`src/rtl/hazard_stall_controller_if.sv`:
```
// Pipeline-side signals between the hazard/stall controller and the datapath.
// The datapath drives hazard inputs (master); the controller returns the stall controls (slave).
interface hazard_stall_controller_if;
  logic [4:0]  IFID_Rs;
  logic [4:0]  IFID_Rt;
  logic        IFID_UsesRt;
  logic        IDEX_MemRead;
  logic [4:0]  IDEX_Rt;
  logic        BranchTaken;
  logic        DivStart;
  logic        PCWrite;
  logic        IFIDWrite;
  logic        IFIDFlush;
  logic        IDEXBubble;
  logic        DivBusy;
  logic        DivDone;
  logic [15:0] StallCount;

  modport master (
    output IFID_Rs, IFID_Rt, IFID_UsesRt, IDEX_MemRead, IDEX_Rt, BranchTaken, DivStart,
    input  PCWrite, IFIDWrite, IFIDFlush, IDEXBubble, DivBusy, DivDone, StallCount
  );

  modport slave (
    input  IFID_Rs, IFID_Rt, IFID_UsesRt, IDEX_MemRead, IDEX_Rt, BranchTaken, DivStart,
    output PCWrite, IFIDWrite, IFIDFlush, IDEXBubble, DivBusy, DivDone, StallCount
  );
endinterface

```
`src/rtl/hazard_stall_controller.sv`:
```
// Load-use / branch-flush / multi-cycle divide stall controller with a saturating stall counter.
// state    | meaning
// RUN      | normal issue; load-use stalls one cycle, taken branch flushes IF/ID
// DIV_WAIT | divider occupies the pipeline for DIV_CYCLES cycles, all inputs ignored
module hazard_stall_controller #(
  parameter int DIV_CYCLES = 32
) (
  input  logic                      clk,
  input  logic                      rst,
  hazard_stall_controller_if.slave  hsc
);

  typedef enum logic [0:0] {RUN, DIV_WAIT} state_t;

  localparam logic [5:0] DIV_LOAD = 6'(DIV_CYCLES - 1);

  state_t      state_q, state_d;
  logic [5:0]  div_cnt_q, div_cnt_d;
  logic [15:0] stall_cnt_q, stall_cnt_d;

  logic load_use;
  logic pc_write, ifid_write, ifid_flush, idex_bubble, div_busy, div_done;

  assign load_use = hsc.IDEX_MemRead && (hsc.IDEX_Rt != 5'd0) &&
                    ((hsc.IDEX_Rt == hsc.IFID_Rs) ||
                     (hsc.IFID_UsesRt && (hsc.IDEX_Rt == hsc.IFID_Rt)));

  always_ff @(posedge clk or negedge rst) begin
    if (!rst) begin
      state_q     <= RUN;
      div_cnt_q   <= 6'd0;
      stall_cnt_q <= 16'd0;
    end else begin
      state_q     <= state_d;
      div_cnt_q   <= div_cnt_d;
      stall_cnt_q <= stall_cnt_d;
    end
  end

  always_comb begin
    state_d     = state_q;
    div_cnt_d   = div_cnt_q;
    pc_write    = 1'b1;
    ifid_write  = 1'b1;
    ifid_flush  = 1'b0;
    idex_bubble = 1'b0;
    div_busy    = 1'b0;
    div_done    = 1'b0;

    unique case (state_q)
      RUN: begin
        if (load_use) begin
          // Load-use wins over a taken branch; the branch re-resolves after the stall.
          pc_write    = 1'b0;
          ifid_write  = 1'b0;
          idex_bubble = 1'b1;
        end else if (hsc.BranchTaken) begin
          ifid_flush  = 1'b1;
        end
        if (hsc.DivStart) begin
          state_d   = DIV_WAIT;
          div_cnt_d = DIV_LOAD;
        end
      end
      DIV_WAIT: begin
        pc_write    = 1'b0;
        ifid_write  = 1'b0;
        idex_bubble = 1'b1;
        div_busy    = 1'b1;
        if (div_cnt_q == 6'd0) begin
          div_done = 1'b1;
          state_d  = RUN;
        end else begin
          div_cnt_d = div_cnt_q - 6'd1;
        end
      end
      default: state_d = RUN;
    endcase

    // Reset overrides the outputs combinationally so an aborted divide never pulses DivDone.
    if (!rst) begin
      pc_write    = 1'b0;
      ifid_write  = 1'b0;
      ifid_flush  = 1'b1;
      idex_bubble = 1'b1;
      div_busy    = 1'b0;
      div_done    = 1'b0;
    end
  end

  always_comb begin
    stall_cnt_d = stall_cnt_q;
    if (!pc_write && (stall_cnt_q != 16'hFFFF))
      stall_cnt_d = stall_cnt_q + 16'd1;
  end

  assign hsc.PCWrite    = pc_write;
  assign hsc.IFIDWrite  = ifid_write;
  assign hsc.IFIDFlush  = ifid_flush;
  assign hsc.IDEXBubble = idex_bubble;
  assign hsc.DivBusy    = div_busy;
  assign hsc.DivDone    = div_done;
  assign hsc.StallCount = stall_cnt_q;

endmodule

```
`src/flat_wrapper.sv`:
```
// flat-port wrapper written by rule: the top's interface ports become plain ports
module hazard_stall_controller_flat 
#(
  parameter int DIV_CYCLES = 32
)
  (clk, rst, hsc_IFID_Rs, hsc_IFID_Rt, hsc_IFID_UsesRt, hsc_IDEX_MemRead, hsc_IDEX_Rt, hsc_BranchTaken, hsc_DivStart, hsc_PCWrite, hsc_IFIDWrite, hsc_IFIDFlush, hsc_IDEXBubble, hsc_DivBusy, hsc_DivDone, hsc_StallCount);
  hazard_stall_controller_if hsc_i ();
  input  logic clk;
  input  logic rst;
  input wire logic [$bits(hsc_i.IFID_Rs)-1:0] hsc_IFID_Rs;
  input wire logic [$bits(hsc_i.IFID_Rt)-1:0] hsc_IFID_Rt;
  input wire logic [$bits(hsc_i.IFID_UsesRt)-1:0] hsc_IFID_UsesRt;
  input wire logic [$bits(hsc_i.IDEX_MemRead)-1:0] hsc_IDEX_MemRead;
  input wire logic [$bits(hsc_i.IDEX_Rt)-1:0] hsc_IDEX_Rt;
  input wire logic [$bits(hsc_i.BranchTaken)-1:0] hsc_BranchTaken;
  input wire logic [$bits(hsc_i.DivStart)-1:0] hsc_DivStart;
  output wire logic [$bits(hsc_i.PCWrite)-1:0] hsc_PCWrite;
  output wire logic [$bits(hsc_i.IFIDWrite)-1:0] hsc_IFIDWrite;
  output wire logic [$bits(hsc_i.IFIDFlush)-1:0] hsc_IFIDFlush;
  output wire logic [$bits(hsc_i.IDEXBubble)-1:0] hsc_IDEXBubble;
  output wire logic [$bits(hsc_i.DivBusy)-1:0] hsc_DivBusy;
  output wire logic [$bits(hsc_i.DivDone)-1:0] hsc_DivDone;
  output wire logic [$bits(hsc_i.StallCount)-1:0] hsc_StallCount;
  assign hsc_i.IFID_Rs = hsc_IFID_Rs;
  assign hsc_i.IFID_Rt = hsc_IFID_Rt;
  assign hsc_i.IFID_UsesRt = hsc_IFID_UsesRt;
  assign hsc_i.IDEX_MemRead = hsc_IDEX_MemRead;
  assign hsc_i.IDEX_Rt = hsc_IDEX_Rt;
  assign hsc_i.BranchTaken = hsc_BranchTaken;
  assign hsc_i.DivStart = hsc_DivStart;
  assign hsc_PCWrite = hsc_i.PCWrite;
  assign hsc_IFIDWrite = hsc_i.IFIDWrite;
  assign hsc_IFIDFlush = hsc_i.IFIDFlush;
  assign hsc_IDEXBubble = hsc_i.IDEXBubble;
  assign hsc_DivBusy = hsc_i.DivBusy;
  assign hsc_DivDone = hsc_i.DivDone;
  assign hsc_StallCount = hsc_i.StallCount;
  hazard_stall_controller #(.DIV_CYCLES(DIV_CYCLES)) u_core (.clk(clk), .rst(rst), .hsc(hsc_i));
endmodule
```
`config.mk`:
```
export PLATFORM = sky130hd
export DESIGN_NAME = hazard_stall_controller_flat
export DESIGN_NICKNAME = d
export VERILOG_FILES = /design/src/rtl/hazard_stall_controller_if.sv /design/src/rtl/hazard_stall_controller.sv /design/src/flat_wrapper.sv
export SDC_FILE = /design/constraint.sdc
export NUM_CORES = 1
export LEC_CHECK = 0
export BUFFER_PORTS_ARGS = -buffer_cell sky130_fd_sc_hd__buf_2
export CELL_PAD_IN_SITES_DETAIL_PLACEMENT = 0
export CELL_PAD_IN_SITES_GLOBAL_PLACEMENT = 1
export CORE_ASPECT_RATIO = 0.9
export CORE_MARGIN = 3
export CORE_UTILIZATION = 33
export DETAILED_ROUTE_END_ITERATION = 12
export PLACE_DENSITY = 0.82
export SYNTH_ARGS = -nofsm -noshare
export SYNTH_HDL_FRONTEND = slang
export SYNTH_SLANG_ARGS = --single-unit
export TNS_END_PERCENT = 30
```
`constraint.sdc`:
```
create_clock -name clk -period 1.9 [get_ports clk]
set_input_delay 0.38 -clock clk [delete_from_list [all_inputs] [get_ports clk]]
set_output_delay 0.38 -clock clk [all_outputs]
set_load 0.05 [all_outputs]
```
== Yosys cells after proc, flatten, opt, wreduce, memory -nomap -nowiden ==
Index checks and enable logic that the tools add are counted.

* Order comparisons: 0
* Muxes and demuxes: 21
* Add/sub/neg operators: 2
* Equal/unequal tests: 5
* Shift-type cells: 0
* Reductions and logical operators: 9
* Bitwise gates (word level): 1
* Div/mod/pow operators: 0
* Multipliers: 0

{| class="wikitable"
|+ Operators by type and width
! cell !! count
|-
| $add 16x1->16 const B || 1
|-
| $ne 16x16->1 const B || 1
|-
| $mux 1 || 15
|-
| $mux 6 || 2
|-
| $pmux 6 s2 || 1
|-
| $eq 5x5->1 || 2
|-
| $logic_not 6->1 || 1
|-
| $pmux 1 s2 || 3
|-
| $sub 6x1->6 const B || 1
|-
| $reduce_bool 5->1 || 1
|-
| $logic_and 1x1->1 || 4
|-
| $ne 2x2->1 const B || 2
|-
| $reduce_and 2->1 || 1
|-
| $logic_not 1->1 || 1
|-
| $logic_or 1x1->1 || 1
|-
| $not 1->1 || 1
|}

* Memory bits (writable): 0
* Bits in registers: 23
* Latch bits: 0
* Output and inout port bits: 22
* ROM bits: 0
* Memories: 0
* Input bits: 21
* Word-level logic and storage cells: 41

== Logic depth before layout (Yosys ltp) ==
Gate-level depths: netlist (run 1).

* Depth in word-level cells: 9
* Gate-level depth with buffers: 7
* Mapped depth without buffers: 7

== Least setup slack after synthesis (run 1) ==
OpenSTA, ideal clock, no wires.

* Kind: input to output
* From: input port hsc_IDEX_Rt[3]
* To: output port hsc_PCWrite
* Data arrival time: 2559 ps
* Buffers on the path: 1
* Path slack: -1039 ps
* Data required time: 1520 ps
* Cell stages on the path: 6
* Cells stage by stage: xor2_1 nor4_4 a221oi_2 nor2_1 inv_1 buf_4

* Cells in the longest elaborated chain, start to end: 7
* Elaborated cells on any way between the ends: 10
* Classes of those cells: eq/ne: 2; mux: 3; reduce/logical: 5

{| class="wikitable"
|+ Ends and longest elaborated chain
! item !! line !! RTL
|-
| start: declaration || flat_wrapper.sv:14 || <nowiki>input wire logic [$bits(hsc_i.IDEX_Rt)-1:0] hsc_IDEX_Rt;</nowiki>
|-
| $eq 5x5->1 || hazard_stall_controller.sv:26 || <nowiki>(hsc.IFID_UsesRt && (hsc.IDEX_Rt == hsc.IFID_Rt)));</nowiki>
|-
| $logic_and 1x1->1 || hazard_stall_controller.sv:26 ||
|-
| $logic_or 1x1->1 || hazard_stall_controller.sv:25 || <nowiki>((hsc.IDEX_Rt == hsc.IFID_Rs) ||</nowiki>
|-
| $logic_and 1x1->1 * || hazard_stall_controller.sv:24 || <nowiki>assign load_use = hsc.IDEX_MemRead && (hsc.IDEX_Rt != 5'd0) &&</nowiki>
|-
| $mux 1 * || - ||
|-
| $pmux 1 s2 * || - ||
|-
| $mux 1 * || - ||
|-
| end: declaration || flat_wrapper.sv:17 || <nowiki>output wire logic [$bits(hsc_i.PCWrite)-1:0] hsc_PCWrite;</nowiki>
|}

Mark *: on every way between the ends. The rest lies on a longest branch, timed or not.

== Worst setup path after layout (run 1) ==
* From: input port hsc_IDEX_Rt[4]
* To: output port hsc_IFIDWrite

* Cells in the longest elaborated chain, start to end: 7
* Elaborated cells on any way between the ends: 10
* Classes of those cells: eq/ne: 2; mux: 3; reduce/logical: 5

{| class="wikitable"
|+ Ends and longest elaborated chain
! item !! line !! RTL
|-
| $eq 5x5->1 || hazard_stall_controller.sv:26 ||
|-
| $logic_and 1x1->1 || hazard_stall_controller.sv:26 ||
|-
| $logic_or 1x1->1 || hazard_stall_controller.sv:25 ||
|-
| $logic_and 1x1->1 * || hazard_stall_controller.sv:24 ||
|-
| $mux 1 * || hazard_stall_controller.sv:52 || <nowiki>if (load_use) begin</nowiki>
|-
| $pmux 1 s2 * || hazard_stall_controller.sv:50 || <nowiki>unique case (state_q)</nowiki>
|-
| $mux 1 * || hazard_stall_controller.sv:81 || <nowiki>if (!rst) begin</nowiki>
|-
| end: declaration || flat_wrapper.sv:18 || <nowiki>output wire logic [$bits(hsc_i.IFIDWrite)-1:0] hsc_IFIDWrite;</nowiki>
|}

Marks and branches as above.

==> results of run 1 <==
-- layout by cell type (no fill, tap or decap), types with 2 or more instances in the layout --
master and count:
ha_1 2, and3_1 6, nand3_1 12, dfrtp_1 15, buf_12 2, nor2_4 2
buf_6 3, o21ai_0 2, and2_1 3, dfrtp_2 8, nand4_1 5, nand2_1 10
nor2_1 4, buf_4 13, xnor2_1 14, buf_2 36, a21oi_1 3, inv_1 4
nor3_1 3, buf_8 3, xor2_1 13, nand2b_1 2, nor2_2 2, clkbuf_8 3
-- power groups by stage --
stage	clock network (mW)	logic, mW	registers, mW
3_5_place_dp	0	0.614	0.677
5_1_grt	0.320	0.657	0.681
4_1_cts	0.305	0.617	0.669
6_report	0.293	0.621	0.666
3_3_place_gp	0	0.607	0.667
2_1_floorplan	0	0.159	0.936
-- kinds of logic (layout without fill, tap and decap cells) --
family	after synthesis	in the layout	share of synthesized area
mux	1	1	0.00874
simple gates	55	55	0.241
compound gates	13	13	0.0806
flops	23	23	0.447
xor+xnor	27	27	0.183
fa+ha+maj	2	2	0.0194
buf+inv	6	66	0.0204
-- final timing paths --
check	slack [ns]	start	cells past startpoint	endpoint
min in group clk	0.43	hsc_DivStart	3	u_core.div_cnt_q[4]
worst min-delay path	0.13	rst	2	u_core.hsc.StallCount[6]
worst max register to register	0.15	u_core.hsc.StallCount[0]	6	u_core.hsc.StallCount[1]
worst max-delay path	-0.15	hsc_IDEX_Rt[4]	7	hsc_IFIDWrite
max in group asynchronous	1.52	rst	2	u_core.hsc.StallCount[9]
worst min register to register	0.49	u_core.hsc.StallCount[14]	1	u_core.hsc.StallCount[14]
-- worst max-delay path, cell delays in order --
cell	delay, ns
buf_8	0.10
or4_4	0.52
o21a_4	0.24
nor2_4	0.11
nor2_4	0.06
clkinvlp_4	0.10
buf_8	0.15
-- sequential cells by signal, summed over array words and instances, names as in the netlist --
register / cells
u_core.div_cnt_q: 6
u_core.hsc.StallCount: 16
u_core.state_q: 1
-- layout make-up --
class / instances / area, um^2 / share of cell area
tap: 44 / 55.1 / 0.0302
inverter: 5 / 22.5 / 0.0124
multi-input combinational: 98 / 714 / 0.392
clock inverter: 1 / 5.00 / 0.00275
sequential: 23 / 586 / 0.322
timing repair buffer: 57 / 397 / 0.218
clock buffer: 3 / 41.3 / 0.0227
-- through the flow --
| stage | util | setup TNS (ns) | instance area, um^2 | total power [mW] | hold slack [ns] |
|---|---|---|---|---|---|
| 3_5_place_dp | 0.476 | -3.31 | 1690 | 1.29 | 0.422 |
| 5_1_grt | 0.512 | -0.866 | 1820 | 1.66 | 0.155 |
| 6_report | 0.512 | -0.575 | 1820 | 1.58 | 0.127 |
| 2_1_floorplan | - | -0.871 | 1310 | 1.10 | 0.0844 |
| 3_3_place_gp | 0.476 | -2.85 | 1690 | 1.27 | 0.423 |
| 4_1_cts | 0.496 | -0.774 | 1760 | 1.59 | 0.137 |
-- routing by layer --
metal,vias up,wire length (um),share of wire
met1,541,1350,0.45
met2,34,1400,0.47
met5,-,0,0
met4,0,0,0
li1,560,-,-
met3,0,214,0.072
-- what timing repair did --
| action | in CTS | in global routing |
|---|---|---|
| cloned | 0 | 0 |
| buffers inserted | 1 | 1 |
| gates resized for setup | 6 | 15 |
| endpoints found under the setup margin | 4 | 15 |
| pin swaps | 1 | 4 |
==> run_results.csv, run 1 <==
group,metric,value,unit
status,status,"finished with violations",
status,violations,"setup timing",
sta,period_share,1.08,
placed_design,place.gp.congestion,0.894,
placed_design,port_buffers,42,
synth,synth_warnings,0,
synth,ys_types,31,
synth,ys_ff_latch,23,
min_path,worstHoldPathType,"input port to async pin",
clock_tree,postCtsHoldBufs,0,
setup_path,cp-start-kind,"input port",
setup_path,critical_path_required,1.52,ns
placed_design,place_ws,-0.263,ns
synth,synth_area_leader_cell,"dfrtp_1",
layout,insertedDiodeCount,0,
clock_tree,clkSinkCount,23,
sta,fmax,488,MHz
layout,fillCellCount,345,
floorplanning,die_w,71.9,um
synth,synth_edf_count,0,
clock_tree,clk_pin_slew,0.08,ns
sta,finalHoldViolations,0,
drt,totalWireLength,2970,um
synth,synth.area.top_cells,"dfrtp_1 45%, xnor2_1 9.5%, xor2_1 8.8%",
global_routing,busiest_layer,"met2",
power,p_leak,0.848,nW
drt,vias,1135,
synth,synth_ff_type,"dfrtp_1",
power,p_switching,0.661,mW
synth,yosysMostFrequentCell,"dfrtp_1",
global_routing,grt_first_pass_wirelength,4930,um
sta,finClkSkew,0.000938,ns
global_routing,grt_pass1_vias,1169,
synth,async_reset_ff_frac,1.00,
global_routing,grt_max_degree,26,
floorplanning,rows,20,
placed_design,dp_hpwl,2310,um
power,p_seq_frac,0.421,
drt,avgRoutedWirePerCell,12.8,um
sta,setup_violations,5,
setup_path,crit_type,"input port to output port",
drt,drtAntennaViolNets,0,
drt,dr.pass1.iters,4,
power,irDropWorstVdd,0.000821,V
power,power_frac_comb,0.393,
drt,via_per_inst,4.91,
global_routing,overflow,0,
layout,fin_cells,231,
power,power_density,868,mW/mm^2
clock_tree,clkLatencyLatePin,0.26,ns
power,intPower,0.920,mW
sta,finalCriticalPeriod,2.05,ns
floorplanning,initial_core_util,0.363,
floorplanning,dieArea,0.00469,mm^2
synth,synth_top_area_frac,0.447,
sta,slew-limit-headroom,0.775,
drt,drcViolationCount,0,
global_routing,gr-usage-met3,0.0275,
drt,first_iter_violations,40,
synth,syn_inst,127,
power,sw_frac_of_total,0.418,
sta,tightest_slew,0.334,ns
synth,synthTopCellsByCount,"23 x dfrtp_1, 14 x xnor2_1, 13 x xor2_1",
layout,drive_above_1_share,0.439,
sta,final-max-slew-violation-count,0,
clock_tree,cts-buffers-inserted,3,
synth,syn_area,0.00129,mm^2
setup_path,endpoint_kind,"output port",
setup_path,cp_max_fo,3,
global_routing,grt_usage,0.130,
sta,rsz0062_at_grt,"yes",
clock_tree,cts_buffer_depth,2,
sta,setup_slack,-0.151,ns
layout,nets,211,
setup_path,crit_arrival,1.67,ns
floorplanning,ios,43,
floorplanning,core-area,0.00355,mm^2
synth,post_synth.cell_area_avg,10.1,um^2
synth,syn_nets,150,
clock_tree,ctsRootBufferMaster,"clkbuf_8",
clock_tree,cts_max_level,1,
power,pwr-share-clk,0.186,
global_routing,grt_use_met1,0.160,
global_routing,use_met2,0.231,
clock_tree,cts_tree,"done",
job,cap_violations,0,
global_routing,grt_antenna_before_repair,0,
synth,yosysSeqAreaShare,0.447,
layout,area_delta_synth_final,41.3,%
floorplanning,die_h,65.3,um
placed_design,dpl.cell_count,225,
(Power assumes the default switching activity.)
==> inputs of run 2 (changes only) <==
--- a/config.mk
+++ b/config.mk
@@ -16,4 +16,4 @@
 export SYNTH_ARGS = -nofsm -noshare
 export SYNTH_HDL_FRONTEND = slang
 export SYNTH_SLANG_ARGS = --single-unit
-export TNS_END_PERCENT = 30
+export TNS_END_PERCENT = 50
==> run 2 against run 1 <==
  * The flow still finishes with violations (setup timing)
  * Die area unchanged
  * Combinational power up 0.6%
  * Register-to-register slack about the same
  * Worst hold slack got worse by 0.00091 ns
  * Power rose by 0.70%
  * Sequential power about the same
  * Utilization unchanged
  * Design area unchanged
  * Largest power group unchanged
==> run_results.csv, run 2 (synthesized netlist as in run 1, its figures left out) <==
group,metric,value,unit
layout,area_delta_synth_final,41.3,%
sta,setup_violations,5,
power,p_total,1.59,mW
setup_path,crit_buf_inv,3,
drt,drtAntennaViolNets,0,
placed_design,place.gp.congestion,0.861,
placed_design,port_buffers,42,
layout,final_common_cell,"buf_2",
floorplanning,dieArea,0.00469,mm^2
clock_tree,ctsRootBufferMaster,"clkbuf_8",
global_routing,grt_antenna_before_repair,0,
sta,final-max-slew-violation-count,0,
drt,vias,1137,
sta,tightest_slew,0.329,ns
layout,design_area,0.00182,mm^2
sta,finalHoldViolations,0,
setup_path,cp_max_fo,3,
global_routing,grt_max_degree,26,
clock_tree,clkLatencyLatePin,0.26,ns
drt,totalWireLength,3020,um
sta,slew-limit-headroom,0.781,
job,cap_violations,0,
layout,insertedDiodeCount,0,
status,violations,"setup timing",
sta,setup_slack,-0.127,ns
power,power_density,874,mW/mm^2
setup_path,crit_family,"simple AND/OR/NAND/NOR gates",
min_path,worstHoldPathType,"input port to async pin",
setup_path,r2r_cells,6,
setup_path,cp_slowest_cell,"or4_1",
clock_tree,cts-buffers-inserted,3,
placed_design,dp_hpwl,2380,um
setup_path,rr_startpoint,"u_core.hsc.StallCount[0]",
setup_path,rr_endpoint,"u_core.hsc.StallCount[1]",
layout,nets,211,
setup_path,crit_chain,"buf_6 > or4_1 > o21a_2 > nor2_4 > nor2_4 > clkinvlp_4 > buf_8",
sta,rsz0062_at_grt,"yes",
drt,avgRoutedWirePerCell,13.1,um
placed_design,dpl-instance-area,0.00170,mm^2
clock_tree,cts_tree,"done",
layout,layout_common_cells,"36 x buf_2, 15 x dfrtp_1, 14 x xnor2_1, 13 x xor2_1, 13 x buf_4",
floorplanning,initial_core_util,0.363,
setup_path,crit_arrival,1.65,ns
drt,first_iter_violations,36,
status,status,"finished with violations",
sta,finalCriticalPeriod,2.03,ns
floorplanning,rows,20,
setup_path,cp-start-kind,"input port",
clock_tree,clkSinkCount,23,
layout,largest_reg_flops,16,
setup_path,path_common_cell,"nor2_4",
global_routing,grt_first_pass_wirelength,5150,um
floorplanning,ios,43,
drt,dr.pass1.iters,4,
sta,period_share,1.07,
clock_tree,cts_buffer_depth,2,
setup_path,r2r_slack,0.14,ns
global_routing,grt_pass1_vias,1171,
global_routing,grt_usage,0.138,
sta,fmax,493,MHz
drt,drcViolationCount,0,
setup_path,critical_path_required,1.52,ns
clock_tree,clk_pin_slew,0.08,ns
floorplanning,die_h,65.3,um
setup_path,crit_type,"input port to output port",
floorplanning,die_w,71.9,um
layout,drive_above_1_share,0.444,
power,p_leak,0.846,nW
sta,finClkSkew,0.00447,ns
global_routing,overflow,0,
clock_tree,cts_max_level,1,
floorplanning,core-area,0.00355,mm^2
setup_path,endpoint_kind,"output port",
layout,fillCellCount,343,
drt,via_per_inst,4.92,
power,irDropWorstVdd,0.00132,V
setup_path,crit_start,"hsc_IDEX_Rt[0]",
setup_path,slowest_delay,0.50,ns
setup_path,cp.depth,7,
[run 2: timing repair]
item                       CTS  global route
hold buffers                 0             0
setup endpoints to repair    4            10
setup buffers                1             0
pin swaps                    1             2
gates cloned                 0             0
resized for setup           11             9
[run 2: layout make-up]
type                    instances  area, um^2  area share
clock inverters                 1        5.00     0.00275
inverters                       5        22.5      0.0124
flip-flops and latches         23         586       0.322
well taps                      44        55.1      0.0302
clock buffers                   3        41.3      0.0227
multi-input cells              98         714       0.392
repair buffers                 57         397       0.218
[run 2: report_power, final]
group | total [mW] | leakage (nW) | switching (mW) | internal, mW
Clock | 0.298 | 0.0255 | 0.152 | 0.146
Combinational | 0.625 | 0.545 | 0.429 | 0.195
Sequential | 0.668 | 0.276 | 0.0903 | 0.578
Total | 1.59 | 0.846 | 0.672 | 0.919
[run 2: through the flow]
| step | setup TNS [ns] | util | hold WS (ns) | setup WS (ns) | cells |
|---|---|---|---|---|---|
| after floorplan | -0.773 | - | 0.0844 | -0.484 | 127 |
| after global placement | -2.73 | 0.479 | 0.427 | -0.236 | 226 |
| after detailed placement | -3.15 | 0.479 | 0.426 | -0.253 | 226 |
| after CTS | -0.525 | 0.505 | 0.139 | -0.141 | 231 |
| after global routing | -0.749 | 0.512 | 0.156 | -0.172 | 231 |
| final | -0.488 | 0.512 | 0.126 | -0.127 | 231 |
[run 2: worst reg2reg max path: stages, from the launching register on]
cell and delay, ns:
dfrtp_2 0.45, ha_1 0.22, nand3_1 0.10, nor2_1 0.09
a211oi_4 0.28, buf_12 0.16, mux2_1 0.33
[run 2: per-layer routing]
layer	up-vias	global-route usage	routed length [um]
met5	-	0	0
met4	0	0.0423	37
met3	4	0.0245	217
met2	39	0.241	1400
met1	533	0.174	1360
li1	561	-	-
[run 2: worst max path at each step]
stage / end
6_report: hsc_PCWrite
5_1_grt: hsc_PCWrite
4_1_cts: hsc_PCWrite
3_5_place_dp: u_core.hsc.StallCount[1]
3_3_place_gp: hsc_PCWrite
2_1_floorplan: hsc_PCWrite
